$ cat config.mk
export PLATFORM = sky130hd
export DESIGN_NAME = frame_capture_ctrl
export DESIGN_NICKNAME = d
export VERILOG_FILES = /design/src/rtl/frame_capture_ctrl.sv
export SDC_FILE = /design/constraint.sdc
export NUM_CORES = 1
export LEC_CHECK = 0
export BUFFER_PORTS_ARGS = -buffer_cell sky130_fd_sc_hd__buf_4
export CAP_MARGIN = 20
export CORE_ASPECT_RATIO = 1.1
export CORE_MARGIN = 4
export CORE_UTILIZATION = 40
export CTS_CLUSTER_DIAMETER = 80
export CTS_CLUSTER_SIZE = 25
export DETAILED_ROUTE_END_ITERATION = 10
export SLEW_MARGIN = 0
export SYNTH_ARGS = -nofsm -noshare
export SYNTH_HDL_FRONTEND = slang
export SYNTH_SLANG_ARGS = --single-unit
$ cat constraint.sdc
create_clock -name clk -period 7.4 [get_ports clk]
set_clock_uncertainty 0.1 [all_clocks]
set_input_delay 0.37 -clock clk [delete_from_list [all_inputs] [get_ports clk]]
set_output_delay 0.37 -clock clk [all_outputs]
set_load 0.02 [all_outputs]
$ cat src/rtl/frame_capture_ctrl.sv
// Capture sequencer between the camera byte stream and the DMA sink: arms on command,
// aligns to start-of-frame, counts bytes/lines and marks line/frame ends with m_tlast.
module frame_capture_ctrl #(
    parameter int LINE_BYTES     = 1280,
    parameter int LINES          = 480,
    parameter int TLAST_PER_LINE = 0,
    parameter int CNT_W          = 16
) (
    input  logic             clk,
    input  logic             RESET,
    input  logic             start,
    input  logic             stop,
    input  logic             continuous,
    input  logic             sof,
    input  logic [7:0]       s_tdata,
    input  logic             s_tvalid,
    output logic             s_tready,
    output logic [7:0]       m_tdata,
    output logic             m_tvalid,
    input  logic             m_tready,
    output logic             m_tlast,
    output logic             busy,
    output logic             frame_done,
    output logic [CNT_W-1:0] frame_count,
    output logic             err_short,
    output logic             err_stall,
    output logic [1:0]       o_dbg_state
);

    // Handshake: a byte moves on either side only in a cycle where valid && ready are
    // both high; the output register holds data/last stable while m_tvalid && !m_tready.

    localparam int BYTE_W = (LINE_BYTES > 1) ? $clog2(LINE_BYTES) : 1;
    localparam int LINE_W = (LINES > 1) ? $clog2(LINES) : 1;

    typedef enum logic [1:0] {
        ST_IDLE     = 2'd0,
        ST_WAIT_SOF = 2'd1,
        ST_STREAM   = 2'd2
    } state_t;

    state_t             r_state;
    state_t             w_next_state;

    logic [7:0]         r_m_tdata;
    logic               r_m_tvalid;
    logic               r_m_tlast;
    logic               r_final;
    logic [BYTE_W-1:0]  r_byte_cnt;
    logic [LINE_W-1:0]  r_line_cnt;
    logic [CNT_W-1:0]   r_frame_count;
    logic               r_err_short;
    logic               r_err_stall;
    logic               r_stop_pending;
    logic               r_cont;

    logic               w_in_stream;
    logic               w_out_free;
    logic               w_s_tready;
    logic               w_accept;
    logic               w_line_end;
    logic               w_last_line;
    logic               w_mid_frame;
    logic               w_sof_short;
    logic               w_load;
    logic               w_frame_end;
    logic               w_stop_req;
    logic               w_arm;

    assign w_in_stream = (r_state == ST_STREAM);
    assign w_out_free  = !r_m_tvalid || m_tready;
    // Outside STREAM the upstream is always drained so the pixel FIFO never backs up.
    assign w_s_tready  = w_in_stream ? w_out_free : 1'b1;
    assign w_accept    = s_tvalid && w_s_tready;
    assign w_line_end  = (r_byte_cnt == BYTE_W'(LINE_BYTES - 1));
    assign w_last_line = (r_line_cnt == LINE_W'(LINES - 1));
    assign w_mid_frame = (r_byte_cnt != '0) || (r_line_cnt != '0);
    assign w_sof_short = w_in_stream && sof && w_mid_frame;
    assign w_load      = w_in_stream && w_accept && !w_sof_short;
    assign w_frame_end = w_load && w_line_end && w_last_line;
    assign w_stop_req  = r_stop_pending || stop;
    assign w_arm       = (r_state == ST_IDLE) && start && !stop;

    always_ff @(posedge clk or posedge RESET) begin
        if (RESET) begin
            r_state <= ST_IDLE;
        end else begin
            r_state <= w_next_state;
        end
    end

    always_comb begin
        w_next_state = r_state;
        case (r_state)
            ST_IDLE: begin
                if (w_arm) begin
                    w_next_state = ST_WAIT_SOF;
                end
            end
            ST_WAIT_SOF: begin
                if (stop) begin
                    w_next_state = ST_IDLE;
                end else if (sof) begin
                    w_next_state = ST_STREAM;
                end
            end
            ST_STREAM: begin
                if (w_frame_end) begin
                    w_next_state = (r_cont && !w_stop_req) ? ST_WAIT_SOF : ST_IDLE;
                end
            end
            default: w_next_state = ST_IDLE;
        endcase
    end

    always_ff @(posedge clk or posedge RESET) begin
        if (RESET) begin
            r_m_tdata      <= '0;
            r_m_tvalid     <= 1'b0;
            r_m_tlast      <= 1'b0;
            r_final        <= 1'b0;
            r_byte_cnt     <= '0;
            r_line_cnt     <= '0;
            r_frame_count  <= '0;
            r_err_short    <= 1'b0;
            r_err_stall    <= 1'b0;
            r_stop_pending <= 1'b0;
            r_cont         <= 1'b0;
        end else begin
            // The output register drains in every state; leaving STREAM never drops it.
            if (r_m_tvalid && m_tready) begin
                r_m_tvalid <= 1'b0;
            end
            if (w_load) begin
                r_m_tdata  <= s_tdata;
                r_m_tvalid <= 1'b1;
                r_m_tlast  <= w_line_end && ((TLAST_PER_LINE != 0) || w_last_line);
                r_final    <= w_line_end && w_last_line;
            end
            if (sof && r_m_tvalid && !m_tready) begin
                r_err_stall <= 1'b1;
            end

            case (r_state)
                ST_IDLE: begin
                    if (w_arm) begin
                        r_err_short    <= 1'b0;
                        r_err_stall    <= 1'b0;
                        r_frame_count  <= '0;
                        r_byte_cnt     <= '0;
                        r_line_cnt     <= '0;
                        r_stop_pending <= 1'b0;
                        r_cont         <= continuous;
                    end
                end
                ST_WAIT_SOF: begin
                    if (stop) begin
                        r_stop_pending <= 1'b0;
                    end else if (sof) begin
                        r_byte_cnt <= '0;
                        r_line_cnt <= '0;
                    end
                end
                ST_STREAM: begin
                    // A mid-frame sof restarts counting; the truncated frame is never closed.
                    if (w_sof_short) begin
                        r_byte_cnt  <= '0;
                        r_line_cnt  <= '0;
                        r_err_short <= 1'b1;
                    end else if (w_load) begin
                        if (w_line_end) begin
                            r_byte_cnt <= '0;
                            r_line_cnt <= w_last_line ? '0 : r_line_cnt + LINE_W'(1);
                        end else begin
                            r_byte_cnt <= r_byte_cnt + BYTE_W'(1);
                        end
                    end
                    if (w_frame_end) begin
                        r_frame_count  <= r_frame_count + CNT_W'(1);
                        r_stop_pending <= 1'b0;
                        r_cont         <= continuous;
                    end else if (stop) begin
                        r_stop_pending <= 1'b1;
                    end
                end
                default: ;
            endcase
        end
    end

    assign s_tready    = w_s_tready;
    assign m_tdata     = r_m_tdata;
    assign m_tvalid    = r_m_tvalid;
    assign m_tlast     = r_m_tlast;
    assign busy        = (r_state != ST_IDLE) || r_m_tvalid;
    assign frame_done  = r_m_tvalid && m_tready && r_final;
    assign frame_count = r_frame_count;
    assign err_short   = r_err_short;
    assign err_stall   = r_err_stall;
    assign o_dbg_state = r_state;

endmodule
== After elaboration in Yosys (flattened, before gate mapping) ==
Index checks and enable logic that the tools add are counted.

* $add $sub $neg: 3
* Equality and inequality tests: 14
* Multiplexer cells: 40
* Reduce and logical (&&, ||, !) cells: 37

{| class="wikitable"
|+ Operators with widths
! kind !! count
|-
| $mux 11 || 6
|-
| $mux 9 || 7
|-
| $pmux 11 s3 || 1
|-
| $mux 16 || 2
|-
| $pmux 16 s2 || 1
|-
| $pmux 9 s3 || 1
|-
| $add 16x1->16 const B || 1
|-
| $logic_and 1x1->1 || 15
|-
| $mux 1 || 14
|-
| $add 11x1->11 const B || 1
|-
| $eq 11x11->1 const B || 1
|-
| $reduce_bool 11->1 || 1
|-
| $add 9x1->9 const B || 1
|-
| $eq 9x9->1 const B || 1
|-
| $reduce_and 3->1 || 3
|-
| $reduce_bool 9->1 || 1
|-
| $mux 2 || 4
|-
| $ne 2x2->1 const B || 4
|-
| $ne 3x1->1 const B || 2
|-
| $pmux 2 s3 || 1
|-
| $reduce_and 6->1 || 1
|-
| $reduce_bool 2->1 || 3
|-
| $logic_not 1->1 || 5
|-
| $reduce_and 5->1 || 1
|-
| other kinds (11) || 16
|}

* Flip-flop bits (word level): 52
* Input bits: 16
* Output and inout bits: 33
* Logic and storage cells: 105

== Logic depth before layout (Yosys ltp) ==
Gate-level depths: netlist of run 1.

* Depth after elaboration: 10
* Gate-level depth with buffers: 10
* Mapped depth without buffers: 8

== Worst setup path after synthesis of run 1 ==
No wires, ideal clock.

* Path kind: register to register
* From: register r_line_cnt[0]
* To: register r_frame_count[2], in the netlist frame_count[2]
* Library setup time: 152 ps
* Arrival: 2087 ps
* Required time: 7148 ps
* Setup slack: 5061 ps
* Cell stages (with the launch flop): 11
* Buffers on the path: 2
* Period minus slack after synthesis: 2339 ps
* Cells stage by stage: dfrtp_1 inv_1 ha_1 nor4b_1 nand2_1 o31ai_4 nand4_2 clkbuf_1 clkbuf_1 o21ai_0 a21oi_1

* Word-level cells in the longest chain between the ends: 9
* Elaborated cells between the ends (all ways): 10
* Classes of those cells: 2 x eq/ne; 8 x reduce/logical

{| class="wikitable"
|+ RTL lines
! item !! line !! text
|-
| start: declaration || 50 || <nowiki>logic [LINE_W-1:0] r_line_cnt;</nowiki>
|-
| start signal: assignment || 173 || <nowiki>r_line_cnt <= w_last_line ? '0 : r_line_cnt + LINE_W'(1);</nowiki>
|-
| $reduce_bool 9->1 || 77 || <nowiki>assign w_mid_frame = (r_byte_cnt != '0) || (r_line_cnt != '0);</nowiki>
|-
| $logic_or 1x1->1 || 77 ||
|-
| $logic_and 1x1->1 || 78 || <nowiki>assign w_sof_short = w_in_stream && sof && w_mid_frame;</nowiki>
|-
| $logic_not 1->1 || 79 || <nowiki>assign w_load = w_in_stream && w_accept && !w_sof_short;</nowiki>
|-
| $logic_and 1x1->1 || 79 ||
|-
| $logic_and 1x1->1 || 80 || <nowiki>assign w_frame_end = w_load && w_line_end && w_last_line;</nowiki>
|-
| $logic_and 1x1->1 * || 80 ||
|-
| $ne 2x1->1 (no source line) * || n/a ||
|-
| $reduce_and 3->1 (no source line) * || n/a ||
|-
| end signal: assignment || 179 || <nowiki>r_frame_count <= r_frame_count + CNT_W'(1);</nowiki>
|-
| end: declaration || 51 || <nowiki>logic [CNT_W-1:0] r_frame_count;</nowiki>
|}

Every way passes the cells marked *; elsewhere a longest branch is shown, timed or not.
A chain may end at the register's enable or synchronous reset.

== Final worst setup path of run 1 ==
* From: register r_line_cnt[0]
* To: register r_frame_count[15], in the netlist frame_count[15]

The elaborated chain is that of the path after synthesis.

==> results.tsv, run 1 <==
stage	metric	value	unit
status	outcome	complete, no violations	
cts	root buffer cell	clkbuf_8	
power_and_ir_drop	power consumption	778.3	uW
place	Post-DP Area	3244	um^2
timing	fmax	340.1	MHz
worst_setup_path	Crit Path Max Fanout	28	
power_and_ir_drop	Switching Share	0.3577	
logic_synthesis	ys async rst share	1.000	
logic_synthesis	Mapped Area	2816	um^2
logic_synthesis	Post-Syn Area per Cell	9.326	um^2
timing	Setup Viol. Count Final	0	
place	IO Port Bufs	48	
logic_synthesis	Synth top cells by count	dfrtp_1, o21ai_0, nand2_1	
timing	Final Slew Violations	0	
run	max_cap viols	0	
timing	RSZ-0062 raised after global routing	no	
drt	vias	2413	
global_routing	Total GRT Usage	0.1703	
place	Post-DP HPWL	4656	um
layout	# fillers	655	
power_and_ir_drop	combinational share of power	0.330	
logic_synthesis	Syn Inst Count	302	
cts	hold_buf cts	0	
logic_synthesis	Cell variety after synth	46	
logic_synthesis	Main synth FF type	dfrtp_1	
worst_setup_path	Worst setup SP type	flip-flop	
global_routing	met2 Resource Use GR	0.2871	
worst_setup_path	delay-heaviest family, CP	simple AND/OR/NAND/NOR gates	
layout	Multi-input gate area	1405	um^2
timing	final hold slack	0.1294	ns
cts	CTS tree	yes	
worst_setup_path	crit path capture type	flip-flop	
drt	Vias per Instance	5.612	
worst_setup_path	Buf/Inv on CP	1	
global_routing	Most Crowded Layer GR	met2	
drt	drt total wl	6589	um
global_routing	initial antenna violation count	0	
floorplanning	initial core utilization	0.4197	
place	pre-CTS setup slack	4.445	ns
cts	CTS max path bufs	2	
global_routing	grt total ovfl	0	
worst_setup_path	Critical-path top delay cell	or4_1	
drt	routed len/inst	15.32	um
layout	Seq. cell area	1301	um^2
layout	share of layout cells above drive strength 1	0.2270	
worst_setup_path	kind of critical path	reg2reg	
global_routing	largest net degree at the start of global routing	53	
floorplanning	die area	8449	um^2
hold_path	class of the worst hold path	in2async	
floorplanning	Die Span Y	96.01	um
worst_setup_path	crit path cell chain	inv_1, ha_1, nor4b_1, nand2_1, o31ai_4, nand4_2, or4_1, a21oi_1	
drt	TritonRoute pass-1 iters	4	
cts	clk_lat worst skew	0.31	ns
logic_synthesis	Synth top area share	0.4620	
cts	cells resized by post-CTS repair	0	
power_and_ir_drop	P_sw	278.4	uW
layout	ANT cells	0	
drt	drt drc	0	
floorplanning	die width	88.01	um
floorplanning	Core Footprint	6710	um^2
drt	antenna-violating nets left	0	
place	gpl congestion	0.7899	
global_routing	vias in the first global route	2332	
power_and_ir_drop	Pleak	0.001474	uW
timing	Final min period	2.940	ns
global_routing	grt met3 use	0.03682	
timing	setup TNS	0	ns
worst_setup_path	critical path arrival	3.08	ns
power_and_ir_drop	proportion of power drawn by the clock network	0.211	
cts	Clock Sinks	52	
global_routing	global-route wire length before repair	11380	um
timing	worst slew pin tran	1.032	ns
timing	worst setup slack after layout	4.460	ns
power_and_ir_drop	sequential share of power	0.459	
worst_setup_path	critical path's largest stage delay	0.67	ns
global_routing	GR met1 Demand/Resource	0.2238	
cts	Post-CTS Setup Bufs	0	
logic_synthesis	synth top area cells	dfrtp_1, o21ai_0, mux2_2	
logic_synthesis	post-synthesis sequential area ratio	0.4620	
logic_synthesis	Synth Register Bits	52	
logic_synthesis	EDFF count, synth	0	
cts	H-Tree Depth	2	
timing	final hold vios	0	
power_and_ir_drop	Max VDD drop	0.1501	mV
logic_synthesis	leading area contributor after synthesis	dfrtp_1	
logic_synthesis	Post-Synthesis Net Count	323	
logic_synthesis	top-count cell post-synth	dfrtp_1	
worst_setup_path	CP required	7.54	ns
cts	clock transition at the registers of the reported paths	0.10	ns
layout	Syn-to-layout area delta	18.35	%
logic_synthesis	synth warn	0	
layout	nets	368	
floorplanning	IO Count	49	
power_and_ir_drop	Cell Pwr Density	233.5	nW/um^2
cts	Num CTS Buffers	5	
layout	post-route cell area	3333	um^2
drt	Initial DRC Count	76	
floorplanning	Cell Rows	31	
timing	relative slew slack	0.3089	
power_and_ir_drop	internal cell power	499.9	uW
timing	period utilisation layout	0.3973	
[flip-flops by register name, summed over array words and instances (netlist names), 2 cells and up]
signal,cells
frame_count,16
r_byte_cnt,11
r_line_cnt,9
m_tdata,8
o_dbg_state,2
[logic make-up (layout without fill, tap and decap cells)]
family | Yosys count | count (layout) | share of synthesized area
simple gates | 125 | 125 | 0.2448
fa+ha+maj | 5 | 5 | 0.02221
flops | 52 | 52 | 0.4620
xor+xnor | 7 | 7 | 0.02177
mux | 12 | 12 | 0.04709
compound gates | 73 | 73 | 0.1608
buf+inv | 28 | 74 | 0.04131
[per-layer routing]
metal / share of wire / wire (um)
met2: 0.47 / 3111
met5: 0 / 0
met1: 0.48 / 3133
met4: 0.0091 / 60
met3: 0.043 / 284
[worst paths after layout]
kind,start,to,slack (ns),cells past startpoint
worst min-delay path,RESET,m_tdata[2]$_DFFE_PP0P_,0.13,3
min in group clk,s_tdata[5],m_tdata[5]$_DFFE_PP0P_,0.19,2
worst max-delay path,r_line_cnt[0]$_DFFE_PP0P_,frame_count[15]$_DFFE_PP0P_,4.46,8
max in group asynchronous,RESET,r_line_cnt[3]$_DFFE_PP0P_,6.61,3
worst max register to register,r_line_cnt[0]$_DFFE_PP0P_,frame_count[15]$_DFFE_PP0P_,4.46,8
worst min register to register,frame_count[10]$_DFFE_PP0P_,frame_count[10]$_DFFE_PP0P_,0.42,1
[power by group through the flow]
stage	registers, uW	logic [uW]	clock network (uW)
6_report	357	257	164
5_1_grt	365	282	186
3_3_place_gp	360	256	0
2_1_floorplan	389	140	0
3_5_place_dp	362	260	0
4_1_cts	357	261	175
[area by class of cell]
class,count,area share
multi-input combinational,222,0.4215
sequential,52,0.3904
timing repair buffer,50,0.1126
tap,82,0.03078
clock buffer,6,0.02177
inverter,16,0.01802
clock inverter,2,0.004880
[cells in the final DEF, fill, tap and decap left out, types with 3 or more instances in the layout]
| master | count |
|---|---|
| inv_1 | 15 |
| and3_1 | 8 |
| buf_4 | 50 |
| nand4_1 | 8 |
| nor2_1 | 19 |
| clkbuf_8 | 5 |
| xnor2_1 | 7 |
| or4_1 | 5 |
| nand2b_1 | 3 |
| nor4_1 | 3 |
| or3_1 | 9 |
| o31ai_1 | 6 |
| a211oi_1 | 3 |
| a21oi_1 | 20 |
| mux2_2 | 10 |
| ha_1 | 5 |
| o41ai_1 | 4 |
| dfrtp_1 | 52 |
| nand3_1 | 19 |
| o21ai_0 | 27 |
| nor2b_1 | 3 |
| nor3_1 | 6 |
| nand2_1 | 26 |
[worst register-to-register path, delay by kind of cell, from the launching register on]
family	cells	cell delay, ns
AOI/OAI and AO/OA	2	0.52
adders and majority gates	1	0.14
buffers and inverters	1	0.10
and+or+nand+nor	4	1.60
DFF	1	0.42
[through the flow]
| step | instances | utilization |
|---|---|---|
| after floorplan | 302 | - |
| after global placement | 422 | 0.4835 |
| after detailed placement | 422 | 0.4835 |
| after CTS | 430 | 0.4967 |
| after global routing | 430 | 0.4967 |
| final | 430 | 0.4967 |
No activity file was read; power rests on OpenSTA's default activity.
==> run 2: changes to the inputs <==
Clock period 7.4 ns to 3 ns, I/O delays scaled along.
==> run 2 against run 1 <==
First-iteration DRC count down 3.9%. Clock-buffer cell count unchanged. Via count up 3.4%. Final cell count up 3.3%.
==> results.tsv, run 2 (synthesis gave the netlist of run 1 again) <==
stage	metric	value	unit	change
place	gpl congestion	0.8030		was 0.7899
timing	Final Slew Violations	0		unchanged
power_and_ir_drop	Pleak	0.001522	uW	was 0.001474 uW
layout	max reg flops	16		unchanged
layout	ANT cells	0		unchanged
global_routing	grt total ovfl	0		unchanged
power_and_ir_drop	Cell Pwr Density	555.2	nW/um^2	was 233.5 nW/um^2
global_routing	vias in the first global route	2388		was 2332
place	Placed Cells	427		was 422
timing	final hold slack	0.06890	ns	was 0.1294 ns
timing	relative slew slack	0.5479		was 0.3089
timing	Final min period	2.624	ns	was 2.940 ns
layout	nets	383		was 368
timing	RSZ-0062 raised after global routing	no		unchanged
power_and_ir_drop	P_sw	679.8	uW	was 278.4 uW
global_routing	initial antenna violation count	0		unchanged
cts	Num CTS Buffers	5		unchanged
timing	setup TNS	0	ns	unchanged
worst_setup_path	kind of critical path	reg2reg		unchanged
floorplanning	die width	88.01	um	unchanged
drt	vias	2495		was 2413
cts	H-Tree Depth	2		unchanged
global_routing	global-route wire length before repair	11600	um	was 11380 um
timing	worst slew pin tran	0.6755	ns	was 1.032 ns
global_routing	Total GRT Usage	0.1726		was 0.1703
timing	Setup Viol. Count Final	0		unchanged
global_routing	largest net degree at the start of global routing	32		was 53
layout	most common cell after layout, fill and taps aside	buf_4		was dfrtp_1
worst_setup_path	Worst R2R End	frame_count[14]$_DFFE_PP0P_		was frame_count[15]$_DFFE_PP0P_
cts	Clock Sinks	52		unchanged
power_and_ir_drop	internal cell power	1246	uW	was 499.9 uW
status	outcome	complete, no violations		unchanged
place	Post-DP HPWL	4952	um	was 4656 um
hold_path	class of the worst hold path	in2reg		was in2async
power_and_ir_drop	power consumption	1926	uW	was 778.3 uW
drt	antenna-violating nets left	0		unchanged
worst_setup_path	crit path capture type	flip-flop		unchanged
timing	final hold vios	0		unchanged
cts	root buffer cell	clkbuf_8		unchanged
drt	drt drc	0		unchanged
cts	clock transition at the registers of the reported paths	0.09	ns	was 0.10 ns
layout	Finished Core Util	0.5169		was 0.4967
layout	non-filler cells, final	444		was 430
cts	CTS tree	yes		unchanged
timing	fmax	381.1	MHz	was 340.1 MHz
hold_path	Hold Crit Endpoint	err_stall$_DFF_PP0_		
power_and_ir_drop	Switching Share	0.3530		was 0.3577
drt	TritonRoute pass-1 iters	4		unchanged
power_and_ir_drop	proportion of power drawn by the clock network	0.199		was 0.211
worst_setup_path	CP required	3.13	ns	was 7.54 ns
drt	Vias per Instance	5.619		was 5.612
drt	routed len/inst	15.12	um	was 15.32 um
power_and_ir_drop	combinational share of power	0.345		was 0.330
floorplanning	Die Span Y	96.01	um	unchanged
hold_path	WHS Path Cells	3		
floorplanning	die area	8449	um^2	unchanged
floorplanning	Core Footprint	6710	um^2	unchanged
worst_setup_path	Worst setup SP type	flip-flop		unchanged
run	max_cap viols	0		unchanged
hold_path	hold_sp	stop		
floorplanning	IO Count	49		unchanged
floorplanning	Cell Rows	31		unchanged
worst_setup_path	critical path arrival	2.76	ns	was 3.08 ns
layout	Syn-to-layout area delta	23.15	%	was 18.35%
worst_setup_path	reg-to-reg startpoint	r_line_cnt[1]$_DFFE_PP0P_		was r_line_cnt[0]$_DFFE_PP0P_
layout	share of layout cells above drive strength 1	0.2293		was 0.2270
worst_setup_path	R2R setup slack	0.38	ns	was 4.46 ns
drt	Initial DRC Count	73		was 76
cts	clk_lat worst skew	0.30	ns	was 0.31 ns
power_and_ir_drop	Max VDD drop	0.3617	mV	was 0.1501 mV
cts	CTS max path bufs	2		unchanged
timing	period utilisation layout	0.8746		was 0.3973
layout	most frequent cells in the layout	buf_4, dfrtp_1, o21ai_0		was dfrtp_1, buf_4, o21ai_0
power_and_ir_drop	sequential share of power	0.455		was 0.459
worst_setup_path	Crit Path Max Fanout	8		was 28
place	IO Port Bufs	48		unchanged
floorplanning	initial core utilization	0.4197		unchanged
worst_setup_path	worst reg-to-reg path cell count	7		was 8
drt	drt total wl	6713	um	was 6589 um
cts	Post-CTS Setup Bufs	0		unchanged
[run 2: cell types whose count changed in the layout (fill, tap and decap cells not counted)]
cell           before  now
clkinvlp_4          1    0
clkinv_4            1    0
clkinv_2            0    1
nand4_2             2    1
buf_4              50   55
dlygate4sd3_1       0   10
nand4_4             0    1
[run 2: cell type report]
class / instances / area (um^2)
multi-input combinational: 222 / 1414
clock buffer: 6 / 72.57
sequential: 52 / 1301
tap: 82 / 102.6
inverter: 16 / 60.06
timing repair buffer: 65 / 513.0
fill: 619 / 3242
clock inverter: 1 / 5.005
[run 2: per-stage QoR]
step	area, um^2	setup slack, ns
after floorplan	2816	0.6608
after detailed placement	3282	0.3127
final	3468	0.3761
after global routing	3468	0.1179
after global placement	3282	0.3770
after CTS	3460	0.2618
[run 2: repair_timing]
action	in CTS	in global routing
hold buffers	10	0
endpoints found under the hold margin	39	0
setup endpoints to repair	0	1
resized for setup	0	1
[run 2: how the worst max path moves through the flow]
| stage | from | end | depth (start not counted) | slack (ns) |
|---|---|---|---|---|
| floorplan | r_line_cnt[0]$_DFFE_PP0P_ | frame_count[2]$_DFFE_PP0P_ | 10 | 0.66 |
| global placement | r_line_cnt[0]$_DFFE_PP0P_ | frame_count[6]$_DFFE_PP0P_ | 9 | 0.38 |
| detailed placement | r_line_cnt[0]$_DFFE_PP0P_ | frame_count[6]$_DFFE_PP0P_ | 9 | 0.31 |
| CTS | r_line_cnt[0]$_DFFE_PP0P_ | frame_count[6]$_DFFE_PP0P_ | 9 | 0.26 |
| global route | r_line_cnt[0]$_DFFE_PP0P_ | frame_count[6]$_DFFE_PP0P_ | 9 | 0.12 |
| finish | r_line_cnt[1]$_DFFE_PP0P_ | frame_count[14]$_DFFE_PP0P_ | 7 | 0.38 |
[run 2: power groups by stage]
stage / clock network (uW) / registers (uW) / logic, uW
2_1_floorplan: 0 / 959 / 345
3_3_place_gp: 0 / 887 / 647
3_5_place_dp: 0 / 891 / 652
4_1_cts: 396 / 878 / 666
5_1_grt: 418 / 891 / 730
6_report: 384 / 877 / 665
[run 2: critical path, cell delays in order, from the launching register on]
cell	delay, ns
dfrtp_1	0.39
ha_1	0.27
and4_1	0.27
and4_1	0.37
and3_1	0.22
nand4_2	0.23
or4_1	0.56
a21oi_1	0.15
[run 2: per-layer routing]
| layer | track usage | vias to the layer above | share of wire |
|---|---|---|---|
| li1 | - | 1227 | - |
| met1 | 0.2243 | 1218 | 0.46 |
| met2 | 0.2902 | 43 | 0.48 |
| met3 | 0.04024 | 7 | 0.046 |
| met4 | 0.04220 | 0 | 0.012 |
| met5 | 0 | - | 0 |
